$ cat config.mk
export PLATFORM = sky130hd
export DESIGN_NAME = pc_sequencer
export DESIGN_NICKNAME = d
export VERILOG_FILES = /design/src/rtl/pc_sequencer.sv
export SDC_FILE = /design/constraint.sdc
export NUM_CORES = 1
export LEC_CHECK = 0
export CORE_ASPECT_RATIO = 1.4
export CORE_UTILIZATION = 40
export CTS_CLUSTER_DIAMETER = 60
export DETAILED_ROUTE_END_ITERATION = 10
export PLACE_DENSITY = 0.73
export SYNTH_ARGS = -nofsm -noshare
export SYNTH_HDL_FRONTEND = slang
export SYNTH_SLANG_ARGS = --single-unit
$ cat constraint.sdc
create_clock -name clock -period 3.83 [get_ports clock]
set_input_delay 0.5745 -clock clock [delete_from_list [all_inputs] [get_ports clock]]
set_output_delay 0.5745 -clock clock [all_outputs]
set_load 0.02 [all_outputs]
$ cat src/rtl/pc_sequencer.sv
// -----------------------------------------------------------------------------
// pc_sequencer
//
// Program-counter and sequencing stage behind the instruction decoder. It
// selects the next fetch address (sequential, jump, conditional branch), keeps
// the registered zero/negative flags that conditional branches test, and owns
// the run / wait-for-input / accept / halt state of the processor.
//
// Ports
//   clock         in   system clock, rising-edge active
//   reset         in   asynchronous, active-low; forces all state to reset values
//   jump          in   unconditional jump request
//   bzero         in   branch if registered zero flag is set
//   bnegative     in   branch if registered negative flag is set
//   mainAddress   in   jump / branch target [ADDR_WIDTH]
//   enable        in   flag-capture strobe (ALU and pre-branch instructions)
//   HLT           in   halt request
//   inRequest     in   current instruction is an input instruction
//   aluZero       in   ALU result is zero
//   aluNegative   in   ALU result MSB
//   inConfirm     in   asynchronous operator confirm button, active-high
//   pc            out  current instruction address [ADDR_WIDTH]
//   zeroFlag      out  registered zero flag
//   negativeFlag  out  registered negative flag
//   halted        out  processor stopped
//   waitingInput  out  waiting for operator confirmation
//   stall         out  datapath must suppress register / RAM writes
//   inAccept      out  one-cycle strobe: commit the input value
// -----------------------------------------------------------------------------
module pc_sequencer #(
    parameter int                    ADDR_WIDTH = 10,
    parameter logic [ADDR_WIDTH-1:0] RESET_ADDR = '0
) (
    input  logic                  clock,
    input  logic                  reset,
    input  logic                  jump,
    input  logic                  bzero,
    input  logic                  bnegative,
    input  logic [ADDR_WIDTH-1:0] mainAddress,
    input  logic                  enable,
    input  logic                  HLT,
    input  logic                  inRequest,
    input  logic                  aluZero,
    input  logic                  aluNegative,
    input  logic                  inConfirm,
    output logic [ADDR_WIDTH-1:0] pc,
    output logic                  zeroFlag,
    output logic                  negativeFlag,
    output logic                  halted,
    output logic                  waitingInput,
    output logic                  stall,
    output logic                  inAccept
);

    typedef enum logic [1:0] {
        S_RUN     = 2'd0,
        S_WAIT_IN = 2'd1,
        S_ACCEPT  = 2'd2,
        S_HALT    = 2'd3
    } state_t;

    state_t                r_state;
    logic [ADDR_WIDTH-1:0] r_pc;
    logic                  r_zero;
    logic                  r_neg;

    // Two synchronizer flops followed by the edge-history flop.
    logic r_sync1;
    logic r_sync2;
    logic r_sync_prev;

    logic                  w_confirm_edge;
    logic                  w_branch_taken;
    logic [ADDR_WIDTH-1:0] w_pc_inc;

    assign w_confirm_edge = r_sync2 & ~r_sync_prev;
    // Branches test the flags as held before this edge; same-cycle ALU status
    // is deliberately not bypassed.
    assign w_branch_taken = jump | (bzero & r_zero) | (bnegative & r_neg);
    assign w_pc_inc       = r_pc + ADDR_WIDTH'(1);

    // The edge detector runs in every state so that a button already held
    // when WAIT_IN is entered shows no edge and must be pressed again.
    always_ff @(posedge clock or negedge reset) begin
        if (!reset) begin
            r_sync1     <= 1'b0;
            r_sync2     <= 1'b0;
            r_sync_prev <= 1'b0;
        end else begin
            // NOTE: sequential state uses non-blocking assignments so every flop
            // samples pre-edge values regardless of statement order.
            r_sync1     <= inConfirm;
            r_sync2     <= r_sync1;
            r_sync_prev <= r_sync2;
        end
    end

    always_ff @(posedge clock or negedge reset) begin
        if (!reset) begin
            r_state <= S_RUN;
            r_pc    <= RESET_ADDR;
            r_zero  <= 1'b0;
            r_neg   <= 1'b0;
        end else begin
            case (r_state)
                S_RUN: begin
                    if (enable) begin
                        r_zero <= aluZero;
                        r_neg  <= aluNegative;
                    end
                    if (HLT) begin
                        r_state <= S_HALT;
                    end else if (inRequest) begin
                        r_state <= S_WAIT_IN;
                    end else if (w_branch_taken) begin
                        r_pc <= mainAddress;
                    end else begin
                        r_pc <= w_pc_inc;
                    end
                end
                S_WAIT_IN: begin
                    if (w_confirm_edge) begin
                        r_state <= S_ACCEPT;
                    end
                end
                S_ACCEPT: begin
                    r_pc    <= w_pc_inc;
                    r_state <= S_RUN;
                end
                S_HALT: begin
                    // Left only through reset.
                    r_state <= S_HALT;
                end
                default: begin
                    r_state <= S_RUN;
                end
            endcase
        end
    end

    // Status outputs decode the state register directly, so they fall with
    // reset asynchronously and have no input-to-output combinational path.
    assign pc           = r_pc;
    assign zeroFlag     = r_zero;
    assign negativeFlag = r_neg;
    assign halted       = (r_state == S_HALT);
    assign waitingInput = (r_state == S_WAIT_IN);
    assign stall        = (r_state == S_WAIT_IN) || (r_state == S_HALT);
    assign inAccept     = (r_state == S_ACCEPT);

endmodule

==> results of run 1 <==
how the worst min path moves through the flow:
stage	start	endpoint	slack, ns
finish	r_sync1	r_sync2	0.37
global route	r_sync1	r_sync2	0.38
CTS	r_sync1	r_sync2	0.37
detailed placement	r_sync1	r_sync2	0.34
global placement	r_sync1	r_sync2	0.34
floorplan	reset	negativeFlag	0.28
power by group:
group          switching (mW)  internal (mW)  total, mW
sequential             0.0837          0.257      0.341
combinational           0.371          0.331      0.702
clock                  0.0552         0.0387     0.0940
total                   0.510          0.626       1.14
stage by stage:
stage                     instances  util [%]  setup slack, ns
after CTS                       161      58.8             1.42
after global placement          157      57.6             1.51
final                           161      58.8             1.44
after detailed placement        157      57.6             1.49
after floorplan                 102         -             2.13
after global routing            161      58.8             1.37
sequential cells by signal (all words and copies together) (netlist names):
register and flops:
pc 10, r_state 2, negativeFlag 1, r_sync1 1
r_sync2 1, r_sync_prev 1, zeroFlag 1
cell families after synthesis:
family | share of synthesized area [%]
AO/OA/AOI/OAI | 17.5
AND/OR/NAND/NOR | 17.7
multiplexers | 9.52
adder cells (fa/ha/maj) | 7.52
buffers and inverters | 5.14
flip-flops | 42.6
area by class of cell:
cell class                      count  area [sq um]  share of cell area, %
Clock inverter                      1          5.00                  0.360
Tap cell                           23          28.8                   2.07
Multi-Input combinational cell     74           522                   37.5
Inverter                            7          26.3                   1.89
Sequential cell                    17           425                   30.6
Timing Repair Buffer               36           360                   25.9
Clock buffer                        3          22.5                   1.62
cells in the final DEF (no fill, tap or decap), types with 3 or more instances in the layout:
cell type | synthesis | routed
mux2_2 | 4 | 4
clkdlybuf4s50_1 | 0 | 36
clkbuf_4 | 0 | 3
dfrtp_1 | 17 | 17
ha_1 | 6 | 6
nor3_1 | 3 | 3
nor2_1 | 5 | 5
o21ai_0 | 5 | 5
mux2i_1 | 5 | 5
inv_1 | 7 | 7
nand2_1 | 8 | 8
nand3_1 | 5 | 5
a21oi_1 | 8 | 8
per-layer routing:
layer	global-route usage [%]	vias up	part of all wire [%]
met5	0	-	0
met4	11.7	0	1.9
met3	1.76	2	5.0
met2	26.3	23	50
met1	22.7	407	43
li1	-	438	-
==> flow_metrics.py, run 1 <==
metrics = {
    "outcome": {
        "outcome": "finished with violations",
        "violations": "design-rule violations",
    },
    "setup_path": {
        "cpPeakStageDelay_ns": 0.54,
        "worst_path_max_delay_cell": "clkdlybuf4s50_1",
        "cp-start-kind": "flip-flop",
        "critPathCapture": "stall",
        "crit_start": "r_state[1]",
        "timing.rr.end": "pc[7]",
        "rr_worst_depth": 5,
        "r2r_setup_slack_ns": 1.86,
        "critical_path_class": "flip-flop to primary output",
        "cp_top_family": "buffers and inverters",
        "arrival_ns": 1.82,
        "cp-end-kind": "primary output",
        "r2r-start": "r_state[0]",
        "worst-path-buf-inv": 2,
        "worstPathMaxFanout": 4,
        "cp.depth": 4,
        "required_ns": 3.26,
        "crit_chain": "inv_1, ha_1, or2_2, clkdlybuf4s50_1",
    },
    "floorplan": {
        "dieWidth_microns": 44.2,
        "rows": 21,
        "io_pins": 37,
        "dieArea_sq_um": 2700,
        "die_y_microns": 61.1,
        "initial_core_util_pct": 42.2,
        "core-area_sq_um": 2360,
    },
    "global_routing": {
        "grt_usage_pct": 17.1,
        "overflow": 0,
        "grt_max_degree": 18,
        "antenna_found_initial": 0,
        "first_global_vias": 728,
        "grt_pass1_wl_microns": 3300,
    },
    "clocking": {
        "cts_tree": "done",
        "cts-root-buf": "clkbuf_4",
        "cts_buffers": 3,
        "cts_buffer_depth": 2,
        "htreeDepth": 1,
        "clk_latency_ns": 0.29,
        "hold_buffers": 0,
        "clk_pin_slew_worst_paths_ns": 0.10,
        "cts_setup_buffers": 0,
        "cts.repair.resized": 0,
        "clock_sinks": 17,
    },
    "synthesis": {
        "yosysSeqAreaShare_pct": 42.6,
        "post-synth-top-count-cell": "dfrtp_1",
        "synth_seq_cells": 17,
        "syn-num-nets": 129,
        "syn_area_per_cell_sq_um": 9.79,
        "synth_top_area_share_pct": 42.6,
        "syn-cell-area_sq_um": 998,
        "async_flop_share_pct": 100,
        "synthTopCellsByArea": "dfrtp_1, ha_1, mux2i_1, mux2_2, a21oi_1",
        "synth_edf_count": 0,
        "ys_warn_count": 0,
        "postSynthCellCount": 102,
        "synth_cell_types": 31,
        "synth_commonest_cells": "dfrtp_1, a21oi_1, nand2_1",
        "synth.largest_area_cell": "dfrtp_1",
        "synth_ff_type": "dfrtp_1",
    },
    "detailed_routing": {
        "drt-initial-drc-count": 28,
        "wl_per_cell_microns": 13.6,
        "via_per_inst": 5.40,
        "route.detailed.drc": 5,
        "vias": 870,
        "first_pass_iters": 9,
        "antenna_left": 0,
        "routed_wl_microns": 2180,
    },
    "cells_and_area": {
        "final_cell_area_sq_um": 1390,
        "area_growth_pct": 39.2,
        "layout-drive-gt1-share_pct": 9.42,
        "fin_nets": 166,
        "diodes": 0,
        "n_fill_cell": 211,
    },
    "min_path": {
        "min_path_type": "flip-flop to flip-flop",
        "hold_depth": 0,
    },
    "placement": {
        "placed_area_sq_um": 1360,
        "routabilityCongestion": 0.806,
        "portBuffers": 36,
        "dp_hpwl_microns": 1660,
    },
    "flow_run": {
        "maxCapViolCount": 0,
    },
    "sta": {
        "finClkSkew_ns": 0.00846,
        "rsz0062_at_grt": "false",
        "fin_crit_ns": 2.39,
        "max_freq_mhz": 418,
        "relSlewSlack_pct": 48.1,
        "holdWs_ns": 0.370,
        "hold_violations": 0,
        "tightest_slew_ns": 0.777,
        "timing.final.crit_share_pct": 62.5,
        "setup_viol": 0,
        "slew_violations": 0,
        "fin_tns_setup_ns": 0,
    },
    "power_and_ir_drop": {
        "powerDensity_nw_per_um2": 818,
        "finalPower_mw": 1.14,
        "ir_worst_vdd_uv": 357,
        "p_leak_nw": 0.593,
    },
}
(Power assumes the default switching activity.)
==> run 2, diff against run 1 <==
--- a/config.mk
+++ b/config.mk
@@ -6,10 +6,10 @@
 export NUM_CORES = 1
 export LEC_CHECK = 0
 export CORE_ASPECT_RATIO = 1.4
-export CORE_UTILIZATION = 40
+export CORE_UTILIZATION = 39
 export CTS_CLUSTER_DIAMETER = 60
 export DETAILED_ROUTE_END_ITERATION = 10
-export PLACE_DENSITY = 0.73
+export PLACE_DENSITY = 0.75
 export SYNTH_ARGS = -nofsm -noshare
 export SYNTH_HDL_FRONTEND = slang
 export SYNTH_SLANG_ARGS = --single-unit
==> constraint.sdc (replaced) <==
create_clock -name clock -period 1.9 [get_ports clock]
set_input_delay 0.285 -clock clock [delete_from_list [all_inputs] [get_ports clock]]
set_output_delay 0.285 -clock clock [all_outputs]
set_load 0.02 [all_outputs]
==> run 2 against run 1 <==
  * Via count up 6.8%
  * Wire length up 6.7%
  * Critical path type unchanged
  * Count of clock-buffer cells in the layout unchanged
  * The flow now finishes without violations
  * Total power up 110%
  * Final area up 3.4%
  * Worst hold slack worse by 0.065 ns
  * Combinational power up 110%
  * Register-to-register slack worse by 1.7 ns
  * Sequential cell count unchanged
==> flow_metrics.py, run 2 (synthesis gave the netlist of run 1 again) <==
metrics = {
    "outcome": {
        "outcome": "finished, final reports clean",
    },
    "clocking": {
        "cts_buffers": 3,
        "hold_buffers": 0,
        "clk_latency_ns": 0.30,
        "clock_sinks": 17,
        "cts_buffer_depth": 2,
        "cts_setup_buffers": 0,
        "clk_pin_slew_worst_paths_ns": 0.10,
        "cts-root-buf": "clkbuf_4",
        "htreeDepth": 1,
        "cts_tree": "done",
    },
    "cells_and_area": {
        "final_cell_mix": "clkdlybuf4s50_1, dfrtp_1, a21oi_1, nand2_1, inv_1",
        "n_fill_cell": 212,
        "area_growth_pct": 44.0,
        "fin_nets": 171,
        "largest_reg_flops": 10,
        "final_common_cell": "clkdlybuf4s50_1",
        "layout-drive-gt1-share_pct": 14.7,
        "diodes": 0,
        "final_cell_area_sq_um": 1440,
    },
    "power_and_ir_drop": {
        "powerDensity_nw_per_um2": 1650,
        "ir_worst_vdd_uv": 621,
        "p_leak_nw": 0.619,
        "finalPower_mw": 2.37,
    },
    "min_path": {
        "min_path_type": "input pin to asynchronous set/reset pin",
    },
    "global_routing": {
        "overflow": 0,
        "grt_max_degree": 18,
        "grt_pass1_wl_microns": 3700,
        "first_global_vias": 856,
        "antenna_found_initial": 0,
        "grt_usage_pct": 18.9,
    },
    "sta": {
        "tightest_slew_ns": 0.510,
        "finClkSkew_ns": 0.00139,
        "setup_viol": 0,
        "hold_violations": 0,
        "timing.final.crit_share_pct": 93.2,
        "fin_crit_ns": 1.77,
        "slew_violations": 0,
        "worst_slack_ns": 0.130,
        "relSlewSlack_pct": 66.0,
        "max_freq_mhz": 565,
        "fin_tns_setup_ns": 0,
        "rsz0062_at_grt": "false",
    },
    "setup_path": {
        "worstPathMaxFanout": 4,
        "critical_path_class": "flip-flop to primary output",
        "required_ns": 1.62,
        "arrival_ns": 1.49,
        "r2r-start": "r_state[1]",
        "cp-start-kind": "flip-flop",
        "crit_start": "r_state[0]",
        "cp-end-kind": "primary output",
    },
    "floorplan": {
        "initial_core_util_pct": 41.3,
        "dieWidth_microns": 44.8,
        "rows": 21,
        "core-area_sq_um": 2420,
        "die_y_microns": 61.9,
        "dieArea_sq_um": 2770,
        "io_pins": 37,
    },
    "placement": {
        "dp_hpwl_microns": 1870,
        "routabilityCongestion": 0.820,
        "placed_area_sq_um": 1410,
        "pre_cts_ws_ns": 0.0914,
        "portBuffers": 36,
    },
    "detailed_routing": {
        "vias": 929,
        "antenna_left": 0,
        "via_per_inst": 5.25,
        "drt-initial-drc-count": 26,
        "first_pass_iters": 4,
        "route.detailed.drc": 0,
        "routed_wl_microns": 2330,
        "wl_per_cell_microns": 13.2,
    },
    "flow_run": {
        "maxCapViolCount": 0,
    },
}
## run 2: cell types whose count changed in the layout (fill, tap and decap cells not counted), sizes merged
cell	change
buf	+5
clkdlybuf4s50	-3
dlygate4sd2	+2
clkbuf	+1
## run 2: stage by stage
stage | std cells | hold slack (ns) | utilization [%]
2_1_floorplan | 102 | -0.0106 | -
3_3_place_gp | 173 | 0.336 | 58.5
3_5_place_dp | 173 | 0.337 | 58.5
4_1_cts | 177 | 0.305 | 59.5
5_1_grt | 177 | 0.301 | 59.5
6_report | 177 | 0.304 | 59.5
## run 2: final cells by class
type	count	area (sq um)	share of cell area (%)
Tap cell	34	42.5	2.96
Clock inverter	1	5.00	0.348
Sequential cell	17	425	29.6
Multi-Input combinational cell	74	526	36.6
Timing Repair Buffer	41	390	27.2
Clock buffer	3	22.5	1.57
Inverter	7	26.3	1.83
## run 2: repair_timing
item / CTS / global route
pin swaps: 0 / 0
resized for setup: 4 / 3
endpoints found under the setup margin: 3 / 2
## run 2: critical path: stages (launching register included)
cell	delay, ns
dfrtp_1	0.41
ha_1	0.17
clkdlybuf4s50_1	0.61
## run 2: where the power goes
part / internal (mW) / total, mW / leakage, nW / switching (mW)
logic: 0.699 / 1.48 / 0.404 / 0.782
clock network: 0.0786 / 0.197 / 0.0177 / 0.118
registers: 0.518 / 0.689 / 0.197 / 0.171
total: 1.30 / 2.37 / 0.619 / 1.07
## run 2: final timing paths
check	end	slack, ns	cells after the start
worst max-delay path	halted	0.13	2
worst min-delay path	pc[6]	0.30	2
worst max register to register	pc[9]	0.15	6
worst min register to register	r_sync2	0.36	0
max in group asynchronous	r_state[1]	1.41	2
min in group clock	r_sync2	0.36	0
## run 2: per-layer routing
metal | vias up | global-route usage [%] | routed length [microns]
met3 | 5 | 3.76 | 129
met5 | - | 0 | 0
met1 | 436 | 21.5 | 987
met4 | 0 | 13.4 | 60
li1 | 456 | - | -
met2 | 32 | 31.7 | 1150
